`src/rtl/eg_pkg.sv`:
```
// Shared types and helpers for the ADSR envelope engine and its slot state store.
// Latency: n/a (declarations only).
// Backpressure: n/a (declarations only).
//
// Contents: eg_state_t (envelope phase), eg_rec_t (per-slot record),
// EG_LVL_MAX (silent attenuation), eg_rate_sat (rate + key-scale saturation).
package eg_pkg;

   localparam int EG_LVL_W  = 7;                   // integer attenuation bits
   localparam int EG_FRAC_W = 6;                   // fractional attenuation bits
   localparam int EG_W      = EG_LVL_W + EG_FRAC_W;

   typedef enum logic [2:0] {
      ATTACK,
      DECAY,
      SUSTAIN,
      RELEASE,
      FINISH
   } eg_state_t;

   typedef struct packed {
      eg_state_t         state;
      logic [EG_W-1:0]   level;
   } eg_rec_t;

   // All-ones attenuation means silence.
   localparam logic [EG_W-1:0] EG_LVL_MAX = '1;

   localparam eg_rec_t EG_REC_RESET = '{state: FINISH, level: EG_LVL_MAX};

   // Effective rate: a zero rate stays zero (envelope frozen), otherwise the
   // key-scale offset is added and the result clamps at 15.
   function automatic logic [3:0] eg_rate_sat(input logic [3:0] rate,
                                              input logic [1:0] ksr);
      logic [4:0] sum;
      sum = {1'b0, rate} + {3'b000, ksr};
      if (rate == 4'd0) begin
         return 4'd0;
      end
      return sum[4] ? 4'hF : sum[3:0];
   endfunction

endpackage

```
`src/rtl/eg_state_ram.sv`:
```
// Per-slot envelope record store: one write port, one registered read port.
// Latency: read data appears one enabled clock after rd_en; writes land on the enabled edge.
// Backpressure: none; the caller owns sequencing and never reads and writes one slot together.
//
// Ports: clk, reset_n (async, active low; every record returns to FINISH/all-ones),
//        rd_en/rd_addr -> rd_dat (registered), wr_en/wr_addr/wr_dat.
module eg_state_ram
   import eg_pkg::*;
#(
   parameter  int NUM_SLOTS = 18,
   localparam int SLOT_W    = $clog2(NUM_SLOTS)
) (
   input  logic              clk,
   input  logic              reset_n,
   input  logic              rd_en,
   input  logic [SLOT_W-1:0] rd_addr,
   output eg_rec_t           rd_dat,
   input  logic              wr_en,
   input  logic [SLOT_W-1:0] wr_addr,
   input  eg_rec_t           wr_dat
);

   eg_rec_t mem [NUM_SLOTS];

   always_ff @(posedge clk or negedge reset_n) begin
      if (!reset_n) begin
         for (int i = 0; i < NUM_SLOTS; i++) begin
            mem[i] <= EG_REC_RESET;
         end
         rd_dat <= EG_REC_RESET;
      end else begin
         if (wr_en) begin
            mem[wr_addr] <= wr_dat;
         end
         if (rd_en) begin
            rd_dat <= mem[rd_addr];
         end
      end
   end

endmodule

```
`src/rtl/adsr_envelope_engine.sv`:
```
// Time-multiplexed ADSR envelope engine: one shared datapath serving NUM_SLOTS operator slots.
// Latency: slot read at stage 0, rate chosen at stage 1, egout/egout_vld registered at stage 2.
// Backpressure: none; clkena low freezes every register, including the AM LFO.
//
// Ports: clk, reset_n (async active low), clkena, slot, stage (0..3), key (sampled at stage 2),
//        sus_en (sampled at stage 1), am, tl, ar, dr, sl, rr, rks -> egout (attenuation,
//        0 = loudest), egout_vld (one clkena cycle per serviced slot).
// Optional feature: define EG_AM_LFO_EN to add the triangle amplitude LFO gated by am;
// without it am is ignored and no LFO logic exists.
module adsr_envelope_engine
   import eg_pkg::*;
#(
   parameter  int NUM_SLOTS = 18,
   parameter  int LVL_W     = EG_LVL_W,   // must match the record width in eg_pkg
   parameter  int FRAC_W    = EG_FRAC_W,
   localparam int SLOT_W    = $clog2(NUM_SLOTS)
) (
   input  logic              clk,
   input  logic              reset_n,
   input  logic              clkena,
   input  logic [SLOT_W-1:0] slot,
   input  logic [1:0]        stage,
   input  logic              key,
   input  logic              sus_en,
   input  logic              am,
   input  logic [LVL_W-1:0]  tl,
   input  logic [3:0]        ar,
   input  logic [3:0]        dr,
   input  logic [3:0]        sl,
   input  logic [3:0]        rr,
   input  logic [3:0]        rks,
   output logic [EG_W-1:0]   egout,
   output logic              egout_vld
);

   localparam logic [SLOT_W-1:0] LAST_SLOT = SLOT_W'(NUM_SLOTS - 1);

   logic              slot_ok;
   logic [SLOT_W-1:0] slot_q;     // slot captured at stage 0, used for write-back
   logic              act_q;      // captured slot is in range
   logic [3:0]        rm_q;       // effective rate chosen at stage 1
   logic              lastkey [NUM_SLOTS];

   eg_rec_t           rd_dat;
   eg_rec_t           wr_dat;
   logic              rd_en;
   logic              wr_en;

   assign slot_ok = (slot <= LAST_SLOT);
   assign rd_en   = clkena && (stage == 2'd0) && slot_ok;
   assign wr_en   = clkena && (stage == 2'd2) && act_q;

   eg_state_ram #(
      .NUM_SLOTS (NUM_SLOTS)
   ) u_ram (
      .clk     (clk),
      .reset_n (reset_n),
      .rd_en   (rd_en),
      .rd_addr (slot),
      .rd_dat  (rd_dat),
      .wr_en   (wr_en),
      .wr_addr (slot_q),
      .wr_dat  (wr_dat)
   );

   // ---------------- stage 1: rate select ----------------
   logic [3:0] rate_sel;

   always_comb begin
      rate_sel = 4'd0;
      case (rd_dat.state)
         ATTACK:  rate_sel = ar;
         DECAY:   rate_sel = dr;
         SUSTAIN: rate_sel = sus_en ? 4'd0 : rr;
         RELEASE: rate_sel = rr;
         default: rate_sel = 4'd0;
      endcase
   end

   // ---------------- stage 2: level update ----------------
   logic [EG_W-1:0] lvl_cur;
   logic [2:0]      step_base;    // {1, rks[1:0]}: 4..7 LSBs per step
   logic [EG_W-1:0] att_shift;
   logic [EG_W:0]   att_dec;
   logic [EG_W-1:0] att_lvl;
   logic [EG_W+4:0] rise_inc;
   logic [EG_W+5:0] rise_sum;
   logic [EG_W-1:0] rise_lvl;
   eg_state_t       nxt_state;
   logic [EG_W-1:0] nxt_lvl;
   logic            lk;

   assign lvl_cur   = rd_dat.level;
   assign step_base = {1'b1, rks[1:0]};

   // Attack is exponential: the step shrinks with the level, plus a small constant so it
   // always reaches zero. Only used for rm 1..14, so the shift is 1..14.
   assign att_shift = lvl_cur >> (4'd15 - rm_q);
   assign att_dec   = {1'b0, att_shift} + {{(EG_W-2){1'b0}}, step_base};
   assign att_lvl   = ({1'b0, lvl_cur} > att_dec) ? (lvl_cur - att_dec[EG_W-1:0]) : '0;

   // Linear rise shared by Decay, unsustained Sustain and Release; only used when rm != 0.
   assign rise_inc  = {{(EG_W+2){1'b0}}, step_base} << (rm_q - 4'd1);
   assign rise_sum  = {6'b000000, lvl_cur} + {1'b0, rise_inc};
   assign rise_lvl  = (|rise_sum[EG_W+5:EG_W]) ? EG_LVL_MAX : rise_sum[EG_W-1:0];

   assign lk = lastkey[slot_q];

   always_comb begin
      nxt_state = rd_dat.state;
      nxt_lvl   = lvl_cur;
      case (rd_dat.state)
         ATTACK: begin
            if (rm_q != 4'd0) begin
               nxt_lvl = (rm_q == 4'hF) ? '0 : att_lvl;
               if (nxt_lvl == '0) begin
                  nxt_state = DECAY;
               end
            end
         end
         DECAY: begin
            if (rm_q != 4'd0) begin
               nxt_lvl = rise_lvl;
            end
            if (nxt_lvl[EG_W-1 -: 4] >= sl) begin
               nxt_state = SUSTAIN;
            end
         end
         SUSTAIN: begin
            // Rate is forced to zero at stage 1 when sus_en holds the tone.
            if (rm_q != 4'd0) begin
               nxt_lvl = rise_lvl;
               if (nxt_lvl == EG_LVL_MAX) begin
                  nxt_state = FINISH;
               end
            end
         end
         RELEASE: begin
            if (rm_q != 4'd0) begin
               nxt_lvl = rise_lvl;
            end
            if (nxt_lvl == EG_LVL_MAX) begin
               nxt_state = FINISH;
            end
         end
         default: begin
            nxt_state = FINISH;
            nxt_lvl   = EG_LVL_MAX;
         end
      endcase

      // Key edges win over the rate step; retrigger keeps the current level.
      if (key && !lk) begin
         nxt_state = ATTACK;
      end else if (!key && lk && (nxt_state != FINISH)) begin
         nxt_state = RELEASE;
      end
   end

   always_comb begin
      wr_dat       = EG_REC_RESET;
      wr_dat.state = nxt_state;
      wr_dat.level = nxt_lvl;
   end

   // ---------------- amplitude LFO ----------------
   logic [9:0] am_term;

`ifdef EG_AM_LFO_EN
   // Up/down counter between 0 and 0xA0000 so the top 10 bits peak at 0x280 (~4.8 dB).
   // Step 98 gives a period of about 13.4k clkena cycles (~3.7 Hz at 49.7 kHz).
   localparam logic [19:0] LFO_PEAK = 20'hA0000;
   localparam logic [19:0] LFO_STEP = 20'd98;

   logic [19:0] lfo_cnt;
   logic        lfo_up;

   always_ff @(posedge clk or negedge reset_n) begin
      if (!reset_n) begin
         lfo_cnt <= '0;
         lfo_up  <= 1'b1;
      end else if (clkena) begin
         if (lfo_up) begin
            if (lfo_cnt >= LFO_PEAK - LFO_STEP) begin
               lfo_cnt <= LFO_PEAK;
               lfo_up  <= 1'b0;
            end else begin
               lfo_cnt <= lfo_cnt + LFO_STEP;
            end
         end else begin
            if (lfo_cnt <= LFO_STEP) begin
               lfo_cnt <= '0;
               lfo_up  <= 1'b1;
            end else begin
               lfo_cnt <= lfo_cnt - LFO_STEP;
            end
         end
      end
   end

   assign am_term = am ? lfo_cnt[19:10] : 10'd0;
`else
   logic unused_am;
   assign unused_am = am;
   assign am_term   = 10'd0;
`endif

   // ---------------- output limiter ----------------
   logic [EG_W+1:0] out_sum;

   assign out_sum = {2'b00, tl, {FRAC_W{1'b0}}}
                  + {2'b00, nxt_lvl}
                  + {{(EG_W-8){1'b0}}, am_term};

   // ---------------- pipeline registers ----------------
   always_ff @(posedge clk or negedge reset_n) begin
      if (!reset_n) begin
         slot_q    <= '0;
         act_q     <= 1'b0;
         rm_q      <= 4'd0;
         egout     <= EG_LVL_MAX;
         egout_vld <= 1'b0;
         for (int i = 0; i < NUM_SLOTS; i++) begin
            lastkey[i] <= 1'b0;
         end
      end else if (clkena) begin
         egout_vld <= 1'b0;
         case (stage)
            2'd0: begin
               act_q <= slot_ok;
               if (slot_ok) begin
                  slot_q <= slot;
               end
            end
            2'd1: begin
               rm_q <= eg_rate_sat(rate_sel, rks[3:2]);
            end
            2'd2: begin
               if (act_q) begin
                  egout           <= (|out_sum[EG_W+1:EG_W]) ? EG_LVL_MAX : out_sum[EG_W-1:0];
                  egout_vld       <= 1'b1;
                  lastkey[slot_q] <= key;
               end
            end
            default: ;
         endcase
      end
   end

endmodule

```
`config.mk`:
```
export PLATFORM = sky130hd
export DESIGN_NAME = adsr_envelope_engine
export DESIGN_NICKNAME = d
export VERILOG_FILES = /design/src/rtl/eg_pkg.sv /design/src/rtl/eg_state_ram.sv /design/src/rtl/adsr_envelope_engine.sv
export SDC_FILE = /design/constraint.sdc
export NUM_CORES = 1
export LEC_CHECK = 0
export ABC_CLOCK_PERIOD_IN_PS = 10500
export CAP_MARGIN = 20
export CORE_ASPECT_RATIO = 1.25
export CORE_MARGIN = 3
export CORE_UTILIZATION = 25
export DETAILED_ROUTE_END_ITERATION = 8
export PLACE_DENSITY = 0.42
export SYNTH_ARGS = -nofsm -noshare
export SYNTH_HDL_FRONTEND = slang
export SYNTH_SLANG_ARGS = --single-unit
```
`constraint.sdc`:
```
create_clock -name clk -period 10.5 [get_ports clk]
set_input_delay 1.575 -clock clk [delete_from_list [all_inputs] [get_ports clk]]
set_output_delay 1.575 -clock clk [all_outputs]
set_load 0.1 [all_outputs]
```
; ---- Yosys cells after proc, flatten, opt, wreduce, memory -nomap -nowiden
; Index checks and enable logic that the tools add are counted.
; Widths: inputs -> output; s select.
[word_totals]
mem_bits_rw = 0
output_inout_bits = 14
input_bits = 40
mem_count = 0
mem_bits_ro = 0
elab_cells = 148
reg_bits = 346
latch_bits = 0
[classes]
reduce_logical = 21
bitwise = 2
div_mod_pow = 0
mux = 40
mul = 0
shift = 2
addsub = 7
n_lt_le_gt_ge = 6
eq_ne = 9
[ops]
columns = op, count
row1 = $bwmux 288, 1
row2 = $mux 13, 8
row3 = $bmux 16 s5, 1
row4 = $demux 16 s5, 1
row5 = $pmux 13 s4, 1
row6 = $mux 16, 3
row7 = $eq 13x13->1 const B, 2
row8 = $mux 3, 8
row9 = $add 13x18->19, 1
row10 = $bwmux 18, 1
row11 = $shl 3x4->18, 1
row12 = $mux 4, 4
row13 = $pmux 4 s4, 1
row14 = $add 13x13->14, 1
row15 = $add 13x3->14, 1
row16 = $gt 13x14->1, 1
row17 = $logic_not 13->1, 1
row18 = $shr 13x4->13, 1
row19 = $sub 13x13->13, 1
row20 = $ge 6x6->1 const B, 2
row21 = $not 5->6, 2
row22 = $pmux 3 s4, 1
row23 = $logic_and 1x1->1, 8
row24 = $mux 1, 8
row25 = 23 further kinds, 27

; ---- Longest topological paths before layout
[logic_depth]
ltp_word = 15
depth_mapped = 38
depth_no_buf = 32

; ---- Hierarchy
; A second synthesis with hierarchy kept.
[unflattened]
cells_unflattened = 1624
area_unflattened_um2 = 19874.1
[modules_own_cells]
columns = mod, instances, area_each_um2, seq_area_each_um2, cells_per_inst
row1 = eg_state_ram, 1, 14217.4, 7940.1, 933
row2 = adsr_envelope_engine, 1, 5656.7, 1067.3, 691

; ---- Worst setup path before layout
; No wires, ideal clock.
[synth_path]
kind = reg2reg
start = register rm_q[0]
end = register egout[0]
n_path_buf = 5
stages_incl_launch_ff = 33
t_required_ps = 10417
setup_slack_ps = 3533
setup_time_ps = 83
period_less_slack_ps = 6967
arrival_time_ps = 6883
path_cell_list = dfrtp_1 buf_2 buf_4 buf_2 mux4_2 mux2_2 a22oi_1 inv_1 ha_1 a221oi_1 o211ai_1 nand3_1 nor3_1 xor2_1 ha_1 a211o_1 a21oi_1 a311oi_1 o41a_1 and2_1 buf_2 a21oi_1 nor2_1 a211oi_2 buf_2 inv_1 ha_1 a21oi_1 o21bai_1 a21oi_1 o21bai_1 a211o_1 o32a_1
[synth_via]
elab_chain_cells = 11
elab_cells_between_ends = 22
classes_between = add/sub: 6 / order compare: 1 / eq/ne: 1 / shift: 2 / mux: 9 / reduce/logical: 3
[synth_lines]
columns = element, line
row1 = from (decl), adsr_envelope_engine.sv:41  ; logic [3:0] rm_q;
row2 = from (signal assigned), adsr_envelope_engine.sv:236  ; rm_q <= eg_rate_sat(rate_sel, rks[3:2]);
row3 = $sub 4x4->4 / $sub 4x1->4 (equally long branches), "adsr_envelope_engine.sv:98, adsr_envelope_engine.sv:103"
row4 = $shr 13x4->13 / $shl 3x4->18 (equally long branches), "adsr_envelope_engine.sv:98, adsr_envelope_engine.sv:103"
row5 = $add 13x3->14 / $add 13x18->19 (equally long branches), "adsr_envelope_engine.sv:99, adsr_envelope_engine.sv:104"
row6 = "$sub 13x13->13, or another cell as far along", adsr_envelope_engine.sv:100  ; assign att_lvl = ({1'b0, lvl_cur} > att_dec) ? (lvl_cur - att_dec[EG_W-1:0]) : '0;
row7 = "$mux 13, on equally long branches", "adsr_envelope_engine.sv:100, adsr_envelope_engine.sv:105"
row8 = "$mux 13, on equally long branches", -
row9 = "$mux 13, on equally long branches", "adsr_envelope_engine.sv:114, adsr_envelope_engine.sv:112"
row10 = $pmux 13 s4 *, adsr_envelope_engine.sv:112  ; case (rd_dat.state)
row11 = named net nxt_lvl[8], adsr_envelope_engine.sv:90  ; logic [EG_W-1:0] nxt_lvl;
row12 = $add 13x13->14 *, adsr_envelope_engine.sv:212  ; + {2'b00, nxt_lvl}
row13 = $reduce_or 2->1 *, adsr_envelope_engine.sv:240  ; egout <= (|out_sum[EG_W+1:EG_W]) ? EG_LVL_MAX : out_sum[EG_W-1:0];
row14 = $mux 13 *, adsr_envelope_engine.sv:240
row15 = to (signal assigned), adsr_envelope_engine.sv:240
row16 = to (decl), adsr_envelope_engine.sv:32  ; output logic [EG_W-1:0] egout,
; Mark *: on every way through the listed nets, which the timed path passes. The rest lies on a longest branch. The select of a mux whose other input is x is not followed.
; A chain may end at the register's enable or synchronous reset.

; ---- Worst setup path in the final report
[layout_path]
start = register rm_q[1]
end = register egout[2]
; The elaborated chain is that of the path after synthesis.

==> impl_metrics.yaml <==
run_status:
  status: "finished, final reports clean"
logic_synthesis:
  ys_ff_latch: 346
  ys.flop_type: "dfstp_2"
  synth_fp_nets: 1991
  seq_area_frac_synth_pct: 47.4
  netlist_area_um2: 19000
  synth_top_area_cell: "dfstp_2"
  synth_cells: 1902
  postSynthAreaPerCell_um2: 10.0
  synth_cell_type_count: 79
  yosys-top-cells-area: "dfstp_2 (39%), mux4_2 (8.9%), dfrtp_1 (8.8%)"
  ys_async_sr_fraction_pct: 100
  synth_edf_count: 0
  yosys.area.top_type_share_pct: 38.6
  synth_warnings: 0
timing:
  period_share_pct: 76.5
  period_needed_ps: 8030
  setup_violations: 0
  tightest_slew_ps: 1050
  final_hold_viol_count: 0
  tns_ps: 0
  clock.fmax_ghz: 0.124
  slew_headroom_pct: 30.1
  final.setup.worst_slack_ps: 2470
  fin_skew_ps: 34.1
  rsz0062_at_grt: "no"
  drv_slew: 0
route:
  vias: 14200
  drt-total-wl_um: 56800
  drtPass1Iterations: 5
  routedWlPerCell_um: 19.6
  drtIter0Drc: 886
  drc_errors: 0
  ant_nets: 0
  via_per_inst: 4.91
worst_hold_path:
  worstHoldEndpoint: "u_ram.mem[159]"
  whs_path_depth: 2
  holdCritStartpoint: "u_ram.mem[159]"
  hp-class: "register to register"
critical_path:
  worstReg2RegEnd: "egout[2]"
  path_class: "register to register"
  worstPathMaxFanout: 20
  r2r_cells: 23
  critPathMaxStageDelay_ps: 840
  start_kind: "register"
  crit_buf_inv: 3
  arrival_ps: 8500
  path_cells: "inv_1 > ha_1 > xnor2_1 > nand2_1 > nor3_1 > ha_1 > a211oi_1 > o211ai_1 > a311o_1 > mux2i_1 > nand2_1 > nor2_1 > o31a_1 > inv_1 > ha_1 > a21o_1 > a21oi_1 > o21bai_1 > a21oi_1 > o21bai_1 > a211o_1 > inv_1 > a21oi_1"
  reg2reg_slack_ps: 2470
  cpLargestDelayFamily: "compound AO/OA/AOI/OAI gates"
  cp-end-kind: "register"
  cp.required_ps: 10970
  r2r_start: "rm_q[1]"
  crit_slowest_cell: "dfrtp_1"
floorplanning:
  io_pins: 54
  dieArea_um2: 79400
  floorplan.initialDensity_pct: 25.4
  fp-row-count: 112
  die_w_um: 253
  dieHeight_um: 314
  coreArea_um2: 75000
finish:
  drive_gt1_share_pct: 27.2
  fin_cells: 2899
  syn2layout_area_growth_pct: 14.9
  fillCellCount: 7723
  finalNetCount: 1988
global_routing:
  grt_antenna_before_repair: 3
  grt_overflow: 0
  grt_max_degree: 134
  grt_pass1_wl_um: 88400
  grtUsageTotal_pct: 14.3
  grt_pass1_vias: 14600
clock_network:
  cts-buffers-inserted: 41
  cts_hold_buffers: 0
  path_clk_slew_ps: 60
  clock-sinks: 346
  cts_resized: 0
  h-tree-depth: 2
  cts_tree: "built"
  cts_buffer_depth: 3
  clock_latency_ps: 580
  post_cts_buffers: 0
  cts-root-buf: "clkbuf_16"
place:
  dp_cells: 2825
  hpwl_um: 38300
  preCtsSetupSlack_ps: 1900
  gp_congestion: 0.829
  port_buffers: 52
power:
  power_w: 0.00595
  leakagePower_nw: 8.42
  p_per_area_nw_per_um2: 272
  peakVddDrop_v: 0.000104
job:
  maxCapViolCount: 0
[flip-flops by register name (all words and copies together) (netlist names)]
signal and cells:
act_q 1, egout 13, egout_vld 1, lastkey 18
rm_q 4, slot_q 5, u_ram.mem 288, u_ram.rd_dat 16
[cell families after synthesis]
logic type | share of synthesized area (%)
AOI/OAI and AO/OA | 16.8
buffers and inverters | 3.88
muxes | 14.1
adders and majority gates | 3.42
xor gates and xnor gates | 1.66
DFF | 47.4
and+or+nand+nor | 12.8
[placed cells by master (no fill, tap or decap), types with 15 or more instances in the layout]
cell             count
dfstp_2            279
a21oi_1            265
nor2_1             261
nand2_1            181
o21ai_0            133
mux4_2              75
dfrtp_1             67
mux2i_1             53
clkdlybuf4s50_1     48
inv_1               47
ha_1                44
buf_4               42
clkbuf_16           41
mux2_2              35
nor3_1              24
xnor2_1             22
nand3_1             21
clkbuf_1            15
[layout make-up]
cell class                      count  area, µm²  area share (%)
Tap cell                          969       1210            5.55
Sequential cell                   346       9010            41.2
Multi-Input combinational cell   1369       9320            42.7
Clock inverter                     10        109           0.498
Antenna cell                        1       2.50          0.0115
Clock buffer                       63       1180            5.40
Inverter                           47        176           0.808
Timing Repair Buffer               94        832            3.81
[worst max-delay path by stage]
stage,start,end,slack (ps),cells past startpoint
3_5_place_dp,rks[0],egout[2],1900,28
2_1_floorplan,rm_q[0],egout[0],3530,32
4_1_cts,rm_q[1],egout[2],2470,28
5_1_grt,rm_q[1],egout[9],1850,30
3_3_place_gp,rks[0],egout[2],1920,28
6_report,rm_q[1],egout[2],2470,23
[metrics by stage]
step	util [%]	hold WS, ps	instance area (µm²)
floorplan	-	441	19000
global placement	27.4	452	20500
detailed placement	27.4	456	20500
CTS	29.1	467	21800
global route	29.1	486	21800
finish	29.1	467	21800
[cell usage after synthesis (all sizes together), types with 3 or more instances]
master / count
a2111oi: 3
a211oi: 10
a21o: 11
a21oi: 269
a221oi: 8
a22oi: 6
a311oi: 3
a31oi: 12
and2: 7
and3: 11
buf: 29
clkbuf: 111
dfrtp: 67
dfstp: 279
fa: 5
ha: 44
inv: 47
mux2: 41
mux2i: 53
mux4: 75
nand2: 181
nand2b: 5
nand3: 21
nand4: 7
nor2: 268
nor2b: 9
nor3: 27
nor3b: 5
nor4: 9
o211ai: 10
o21a: 8
o21ai: 138
o21bai: 7
o22a: 3
o22ai: 14
o2bb2ai: 3
o31a: 4
o31ai: 13
o32a: 4
or2: 3
or3: 4
or4: 3
xnor2: 22
xor2: 14
[metal layers]
layer / GRT usage (%) / routed length (µm) / vias to the layer above
met5: 0 / 17 / -
met3: 2.16 / 2070 / 87
li1: - / - / 6779
met2: 24.9 / 28200 / 254
met1: 18.5 / 25200 / 7112
met4: 4.16 / 1380 / 2
[worst register-to-register path, delay by kind of cell, from the launching register on]
kind	cells	cell delay, ps
xor gates and xnor gates	1	470
AOI/OAI and AO/OA	11	3200
DFF	1	840
muxes	1	770
buffers and inverters	3	780
adders and majority gates	3	880
and+or+nand+nor	4	1000
[power by group]
group	internal [W]	switching, W	total (W)	leakage, nW
clock	0.000780	0.000587	0.00137	0.620
combinational	0.000909	0.00162	0.00253	4.00
sequential	0.00181	0.000239	0.00205	3.80
total	0.00350	0.00244	0.00595	8.42
Note: power is estimated with default switching activity, not from simulation.
